$ cat config.mk
export PLATFORM = sky130hd
export DESIGN_NAME = if_id_skid_reg
export DESIGN_NICKNAME = d
export VERILOG_FILES = /design/src/rtl/if_id_skid_reg.sv
export SDC_FILE = /design/constraint.sdc
export NUM_CORES = 1
export LEC_CHECK = 0
export ABC_CLOCK_PERIOD_IN_PS = 3000
export CORE_ASPECT_RATIO = 0.5
export CORE_MARGIN = 2
export CORE_UTILIZATION = 47
export DETAILED_ROUTE_END_ITERATION = 6
export GPL_TIMING_DRIVEN = 0
export PLACE_DENSITY = 0.81
export SLEW_MARGIN = 20
export SYNTH_ARGS = -nofsm -noshare
export SYNTH_HDL_FRONTEND = slang
export SYNTH_SLANG_ARGS = --single-unit
$ cat constraint.sdc
create_clock -name clk -period 3 [get_ports clk]
set_clock_uncertainty 0.2 [all_clocks]
set_input_delay 0.6 -clock clk [delete_from_list [all_inputs] [get_ports clk]]
set_output_delay 0.6 -clock clk [all_outputs]
set_load 0.02 [all_outputs]
$ cat src/rtl/if_id_skid_reg.sv
// Fetch-to-decode elastic pipeline register: a main output slot plus one skid slot,
// valid/ready on both sides, branch flush, and purely registered outputs.
module if_id_skid_reg #(
    parameter int                 WIDTH = 32,
    parameter int                 PCW   = 32,
    parameter logic [WIDTH-1:0]   NOP   = '0
) (
    input  logic             clk,
    input  logic             reset,
    input  logic             flush,
    input  logic             in_valid,
    output logic             in_ready,
    input  logic [WIDTH-1:0] in_instr,
    input  logic [PCW-1:0]   in_pc,
    output logic             out_valid,
    input  logic             out_ready,
    output logic [WIDTH-1:0] out_instr,
    output logic [PCW-1:0]   out_pc,
    output logic [1:0]       count
);

    logic             main_valid_reg, main_valid_next;
    logic             skid_valid_reg, skid_valid_next;
    logic [WIDTH-1:0] main_instr_reg, main_instr_next;
    logic [PCW-1:0]   main_pc_reg,    main_pc_next;
    logic [WIDTH-1:0] skid_instr_reg, skid_instr_next;
    logic [PCW-1:0]   skid_pc_reg,    skid_pc_next;

    logic in_fire;
    logic out_fire;

    // in_ready depends only on registered state, never on out_ready.
    assign in_ready = ~skid_valid_reg;
    assign in_fire  = in_valid & in_ready;
    assign out_fire = main_valid_reg & out_ready;

    always_comb begin
        main_valid_next = main_valid_reg;
        skid_valid_next = skid_valid_reg;
        main_instr_next = main_instr_reg;
        main_pc_next    = main_pc_reg;
        skid_instr_next = skid_instr_reg;
        skid_pc_next    = skid_pc_reg;

        if (flush) begin
            // Data is left in place; the cleared valid bits mask it on the outputs.
            main_valid_next = 1'b0;
            skid_valid_next = 1'b0;
        end else if (!main_valid_reg) begin
            if (in_fire) begin
                main_valid_next = 1'b1;
                main_instr_next = in_instr;
                main_pc_next    = in_pc;
            end
        end else if (!skid_valid_reg) begin
            if (in_fire && out_fire) begin
                main_instr_next = in_instr;
                main_pc_next    = in_pc;
            end else if (in_fire) begin
                skid_valid_next = 1'b1;
                skid_instr_next = in_instr;
                skid_pc_next    = in_pc;
            end else if (out_fire) begin
                main_valid_next = 1'b0;
            end
        end else if (out_fire) begin
            // Older skid word moves forward before any new word can be taken.
            main_instr_next = skid_instr_reg;
            main_pc_next    = skid_pc_reg;
            skid_valid_next = 1'b0;
        end
    end

    always_ff @(posedge clk) begin
        if (reset) begin
            main_valid_reg <= 1'b0;
            skid_valid_reg <= 1'b0;
            main_instr_reg <= '0;
            main_pc_reg    <= '0;
            skid_instr_reg <= '0;
            skid_pc_reg    <= '0;
        end else begin
            main_valid_reg <= main_valid_next;
            skid_valid_reg <= skid_valid_next;
            main_instr_reg <= main_instr_next;
            main_pc_reg    <= main_pc_next;
            skid_instr_reg <= skid_instr_next;
            skid_pc_reg    <= skid_pc_next;
        end
    end

    assign out_valid = main_valid_reg;
    assign count     = skid_valid_reg ? 2'd2 : {1'b0, main_valid_reg};

    genvar gi;
    generate
        for (gi = 0; gi < WIDTH; gi = gi + 1) begin : g_instr_mask
            assign out_instr[gi] = main_valid_reg ? main_instr_reg[gi] : NOP[gi];
        end
        for (gi = 0; gi < PCW; gi = gi + 1) begin : g_pc_mask
            assign out_pc[gi] = main_valid_reg & main_pc_reg[gi];
        end
    endgenerate

endmodule

==> results.json <==
{
  "cts_hold_buf": 0,
  "final.fill_count": 1279,
  "antenna_left": 0,
  "cts_sinks": 130,
  "wire_per_inst_um": 18.2,
  "dp_slack_ns": -0.214,
  "rsz0062_at_grt": "no",
  "yosys-top-cells-count": "dfxtp_1, clkbuf_1, a21oi_1, inv_1",
  "maxCapViolCount": 0,
  "path_max_fanout": 19,
  "yosys.area.top_type_share": 0.353,
  "grt-ovfl-total": 0,
  "maxSlewViolCount": 0,
  "chipWidth_um": 181,
  "path_class": "flop to output pin",
  "dp.cells": 1166,
  "endpoint_kind": "output pin",
  "grt_pass1_vias": 6862,
  "layout-drive-gt1-share": 0.143,
  "numCtsBuffers": 17,
  "finalNonFillerCells": 1196,
  "stdcell_area_mm2": 0.00963,
  "drt_iter0_markers": 758,
  "cts-htree-levels": 4,
  "fp-row-count": 32,
  "p_leak_nw": 4.04,
  "syn_nets": 896,
  "max_slew_margin": 0.504,
  "layout_min_cycle_time_ns": 2.87,
  "yosysTopAreaCell": "dfxtp_1",
  "syn_inst": 827,
  "wl_um": 21800,
  "path_clk_slew_ns": 0.06,
  "synth_edf_count": 0,
  "start_kind": "flop",
  "setup_viol": 0,
  "synthFlopType": "dfxtp_1",
  "synth-seq-cells": 130,
  "routabilityCongestion": 0.831,
  "antenna_found_initial": 1,
  "grt_pass1_wl_um": 34800,
  "worstMarginPinSlew_ns": 0.744,
  "drc_errors": 0,
  "initial_core_util": 0.480,
  "postSynthAreaPerCell_um2": 8.92,
  "cts_root_buffer": "clkbuf_16",
  "io_buffers": 135,
  "antenna_cells": 0,
  "required_ns": 2.20,
  "ys_seq_area_frac": 0.353,
  "postCtsSetupBuffers": 0,
  "synth_cell_type_count": 28,
  "hold_viol_final": 0,
  "synth.most_common_cell": "dfxtp_1",
  "place_area_mm2": 0.00898,
  "r2r_cells": 6,
  "yosys_warnings": 0,
  "fin_crit_sh": 0.956,
  "fin_ws_ns": 0.131,
  "syn2layout_area_growth_pct": 30.6,
  "hold_path_class": "flop to flop",
  "status": "finished clean",
  "powerDensity_mw_per_mm2": 466,
  "clk_latency_ns": 0.42,
  "timing.fmax_mhz": 349,
  "via_count": 7135,
  "drt_first_pass_iters": 5,
  "grt_max_degree": 20,
  "dp_hpwl_um": 15200,
  "vias_per_cell": 5.97,
  "cts_tree": "built",
  "coreArea_mm2": 0.0154,
  "die_h_um": 92.6,
  "grt.total_usage": 0.259,
  "dieArea_mm2": 0.0168,
  "ir_drop_mv": 0.382,
  "netlist_area_mm2": 0.00737,
  "clk_path_buf_depth": 2,
  "async_reset_ff_frac": 0,
  "hold_depth": 2,
  "cp.arrival_ns": 2.07,
  "synthTopCellsByArea": "dfxtp_1, a2111oi_2, a21boi_0, nand3b_1, and2_1",
  "fin_nets": 1048,
  "ioPinCount": 137
}
area by class of cell:
cell class	instances	area, um2	area share
Buffer	106	574	0.0596
Sequential cell	130	2600	0.270
Inverter	65	244	0.0253
Clock buffer	23	478	0.0496
Multi-Input combinational cell	524	3970	0.413
Timing Repair Buffer	135	1400	0.145
Clock inverter	9	105	0.0109
Tap cell	204	255	0.0265
metal layers:
metal  global-route usage  wire [um]  vias up
li1                     -          -     3315
met1                0.335       9490     3440
met2                0.419      10100      319
met3               0.0586       1630       59
met4                0.113        581        2
met5                    0         13        -
power breakdown:
part	internal [mW]	switching, mW	total (mW)	leakage, nW
Combinational	0.258	0.336	0.595	2.70
Sequential	1.80	0.0313	1.83	1.06
Clock	1.28	0.783	2.07	0.275
Total	3.34	1.15	4.49	4.04
layout by cell type (no fill, tap or decap), drive strengths merged, types with 2 or more instances in the layout:
master / Yosys / final
and2: 64 / 64
dfxtp: 130 / 130
bufinv: 0 / 2
dlygate4sd2: 0 / 29
a211oi: 64 / 64
a21boi: 64 / 64
a21oi: 65 / 65
o21ai: 64 / 64
buf: 29 / 29
nand3b: 64 / 64
inv: 65 / 65
clkinv: 0 / 3
and3: 64 / 64
clkbuf: 79 / 100
dlymetal6s2s: 0 / 32
a2111oi: 65 / 65
clkinvlp: 0 / 4
clkdlybuf4s50: 0 / 74
path summary, 6_finish.rpt:
check	start	slack, ns	endpoint
setup reg to reg	skid_valid_reg$_SDFFE_PP0P_	0.68	main_pc_reg[31]$_SDFFE_PP0P_
hold reg to reg	main_pc_reg[10]$_SDFFE_PP0P_	0.25	main_pc_reg[10]$_SDFFE_PP0P_
hold / removal	main_pc_reg[10]$_SDFFE_PP0P_	0.25	main_pc_reg[10]$_SDFFE_PP0P_
setup / recovery	skid_valid_reg$_SDFFE_PP0P_	0.13	in_ready
kinds of logic (layout without fill, tap and decap cells):
| group | after synthesis | after routing | share of synthesized area |
|---|---|---|---|
| compound gates | 325 | 325 | 0.358 |
| flops | 130 | 130 | 0.353 |
| buf+inv | 173 | 338 | 0.108 |
| simple gates | 199 | 199 | 0.181 |
critical path, cell delays in order (launching register included):
cell and delay (ns):
dfxtp_1 0.39, buf_6 0.17, buf_2 0.35, inv_1 0.15, clkdlybuf4s50_1 0.57
through the flow:
stage          hold slack, ns   util  TNS [ns]  total power [mW]
6_report                0.249  0.626         0              4.49
5_1_grt                 0.263  0.626         0              4.63
4_1_cts                 0.252  0.621         0              4.48
3_5_place_dp            0.240  0.584     -3.51              2.45
3_3_place_gp            0.241  0.584     -2.65              2.44
2_1_floorplan           0.229      -         0              2.21
timing repair:
item	CTS	global route
gates cloned	0	0
gates resized for setup	41	36
endpoints found under the hold margin	0	0
endpoints found under the setup margin	66	32
No activity file was read; power rests on OpenSTA's default activity.
==> RTL edit (config.mk and constraints unchanged) <==
`skid_instr_reg` no longer has a reset.
--- a/src/rtl/if_id_skid_reg.sv
+++ b/src/rtl/if_id_skid_reg.sv
@@ -77,16 +77,18 @@
             skid_valid_reg <= 1'b0;
             main_instr_reg <= '0;
             main_pc_reg    <= '0;
-            skid_instr_reg <= '0;
             skid_pc_reg    <= '0;
         end else begin
             main_valid_reg <= main_valid_next;
             skid_valid_reg <= skid_valid_next;
             main_instr_reg <= main_instr_next;
             main_pc_reg    <= main_pc_next;
-            skid_instr_reg <= skid_instr_next;
             skid_pc_reg    <= skid_pc_next;
         end
+    end
+
+    always_ff @(posedge clk) begin
+        skid_instr_reg <= skid_instr_next;
     end
 
     assign out_valid = main_valid_reg;
Function: same outputs for any inputs over 4 cycles, from zero or initial values and one cycle with reset high; that may be too few to reach the edited logic, so the function may still have changed.
==> RTL edit against the unedited design <==
Combinational power shrank 8.1%. Sequential cell count is the same. Synthesized cell count down 14%. Area after synthesis decreased by 5.2%. Design area fell by 3.3%. Total power up 1.8%. Routed wire length down 7.7%. Clock power rose by 3%. Setup slack improved by 54 ps. Critical path type unchanged. Critical endpoint is now out_pc[30]. Largest power group unchanged. Highest routed layer is now met4.
==> RTL edit: results (changes against the unedited design) <==
<table>
<tr><th>Metric</th><th>Value</th></tr>
<tr><th colspan="2">Detailed routing</th></tr>
<tr><td>Average wire length per cell after detail routing</td><td>18.7 µm (+2.3%)</td></tr>
<tr><td>Routed wire length on met2</td><td>9.53 mm (-5.7%)</td></tr>
<tr><td>Iter 0 DRT Violations</td><td>565 (-25%)</td></tr>
<tr><td>Metal3 WL</td><td>1.47 mm (-9.9%)</td></tr>
<tr><td>Mean number of vias per cell</td><td>5.86 (-1.7%)</td></tr>
<tr><td>Met1 wire length</td><td>8.86 mm (-6.6%)</td></tr>
<tr><td>Top Metal Used</td><td>met4</td></tr>
<tr><th colspan="2">Finish</th></tr>
<tr><td>Net total in the final layout</td><td>937 (-11%)</td></tr>
<tr><td>Filler-free cell count of the finished design</td><td>1079 (-9.8%)</td></tr>
<tr><td>Filler cells</td><td>1182 (-7.6%)</td></tr>
<tr><td>Final instance area</td><td>9310 µm² (-3.3%)</td></tr>
<tr><th colspan="2">Placement</th></tr>
<tr><td>Dpl cell area</td><td>8610 µm² (-4.1%)</td></tr>
<tr><td>Detailed-placement wirelength estimate</td><td>13.9 mm (-8.3%)</td></tr>
<tr><td>Gpl congestion</td><td>0.860 (+3.5%)</td></tr>
<tr><th colspan="2">Timing</th></tr>
<tr><td>Tightest hold margin</td><td>249 ps (-0.413 ps)</td></tr>
<tr><td>Top achievable clock speed</td><td>0.355 GHz (+1.9%)</td></tr>
<tr><th colspan="2">Worst setup path</th></tr>
<tr><td>R2R setup slack</td><td>470 ps (-210 ps)</td></tr>
<tr><td>Peak per-stage delay on the critical path</td><td>380 ps (-190 ps)</td></tr>
<tr><th colspan="2">Global routing</th></tr>
<tr><td>Global-route total usage across every layer</td><td>25.4% (-0.55 points)</td></tr>
<tr><td>Number of antenna violations at the first check in global routing</td><td>0 (-1)</td></tr>
<tr><td>Met2 usage</td><td>41.2% (-0.68 points)</td></tr>
<tr><th colspan="2">Outcome</th></tr>
<tr><td>Result of the run</td><td>finished clean</td></tr>
<tr><th colspan="2">Worst hold path</th></tr>
<tr><td>Hold EP</td><td>main_pc_reg[4]</td></tr>
<tr><th colspan="2">Logic synthesis</th></tr>
<tr><td>Largest cells by area after synthesis</td><td>dfxtp_1 (28%), edfxtp_1 (14%), a2111oi_2 (13%), a211oi_1 (6.9%), a21boi_0 (6.9%)</td></tr>
<tr><td>Synthesized Nets</td><td>784 (-13%)</td></tr>
<tr><td>Most common library cells after synthesis</td><td>dfxtp_1 (98), inv_1 (65)</td></tr>
<tr><th colspan="2">Power</th></tr>
<tr><td>Clock distribution power</td><td>0.00213 W (+3%)</td></tr>
<tr><td>P_sw</td><td>0.00111 W (-3.2%)</td></tr>
<tr><td>Logic gate share of total power</td><td>12.0% (-1.2 points)</td></tr>
</table>
[RTL edit: what timing repair did]
action,in CTS,in global routing
gates resized for setup,33,42
hold buffers,0,0
setup endpoints to repair,66,40
endpoints found under the hold margin,0,0
[RTL edit: final cells by class]
type	instances	area share, %
Inverter	65	2.62
Tap cell	198	2.66
Sequential cell	130	31.4
Clock buffer	22	5.00
Clock inverter	10	1.43
Multi-Input combinational cell	429	36.0
Buffer	89	5.35
Timing Repair Buffer	136	15.5
[RTL edit: kinds of logic (layout without fill, tap and decap cells)]
kind of cell,Yosys count,after routing
buf+inv,156,322
flops,130,130
compound gates,261,261
simple gates,168,168
[RTL edit: worst max-delay path by stage]
stage               startpoint            endpoint  slack [ps]  cells past startpoint
finish               out_valid          out_pc[30]         190                      5
global route         out_valid          out_pc[30]         130                      5
CTS                  out_valid       out_instr[25]           2                      5
detailed placement   out_valid          out_pc[30]        -180                      6
global placement     out_ready  skid_instr_reg[10]        -670                      4
floorplan            out_ready   skid_instr_reg[0]         480                      3
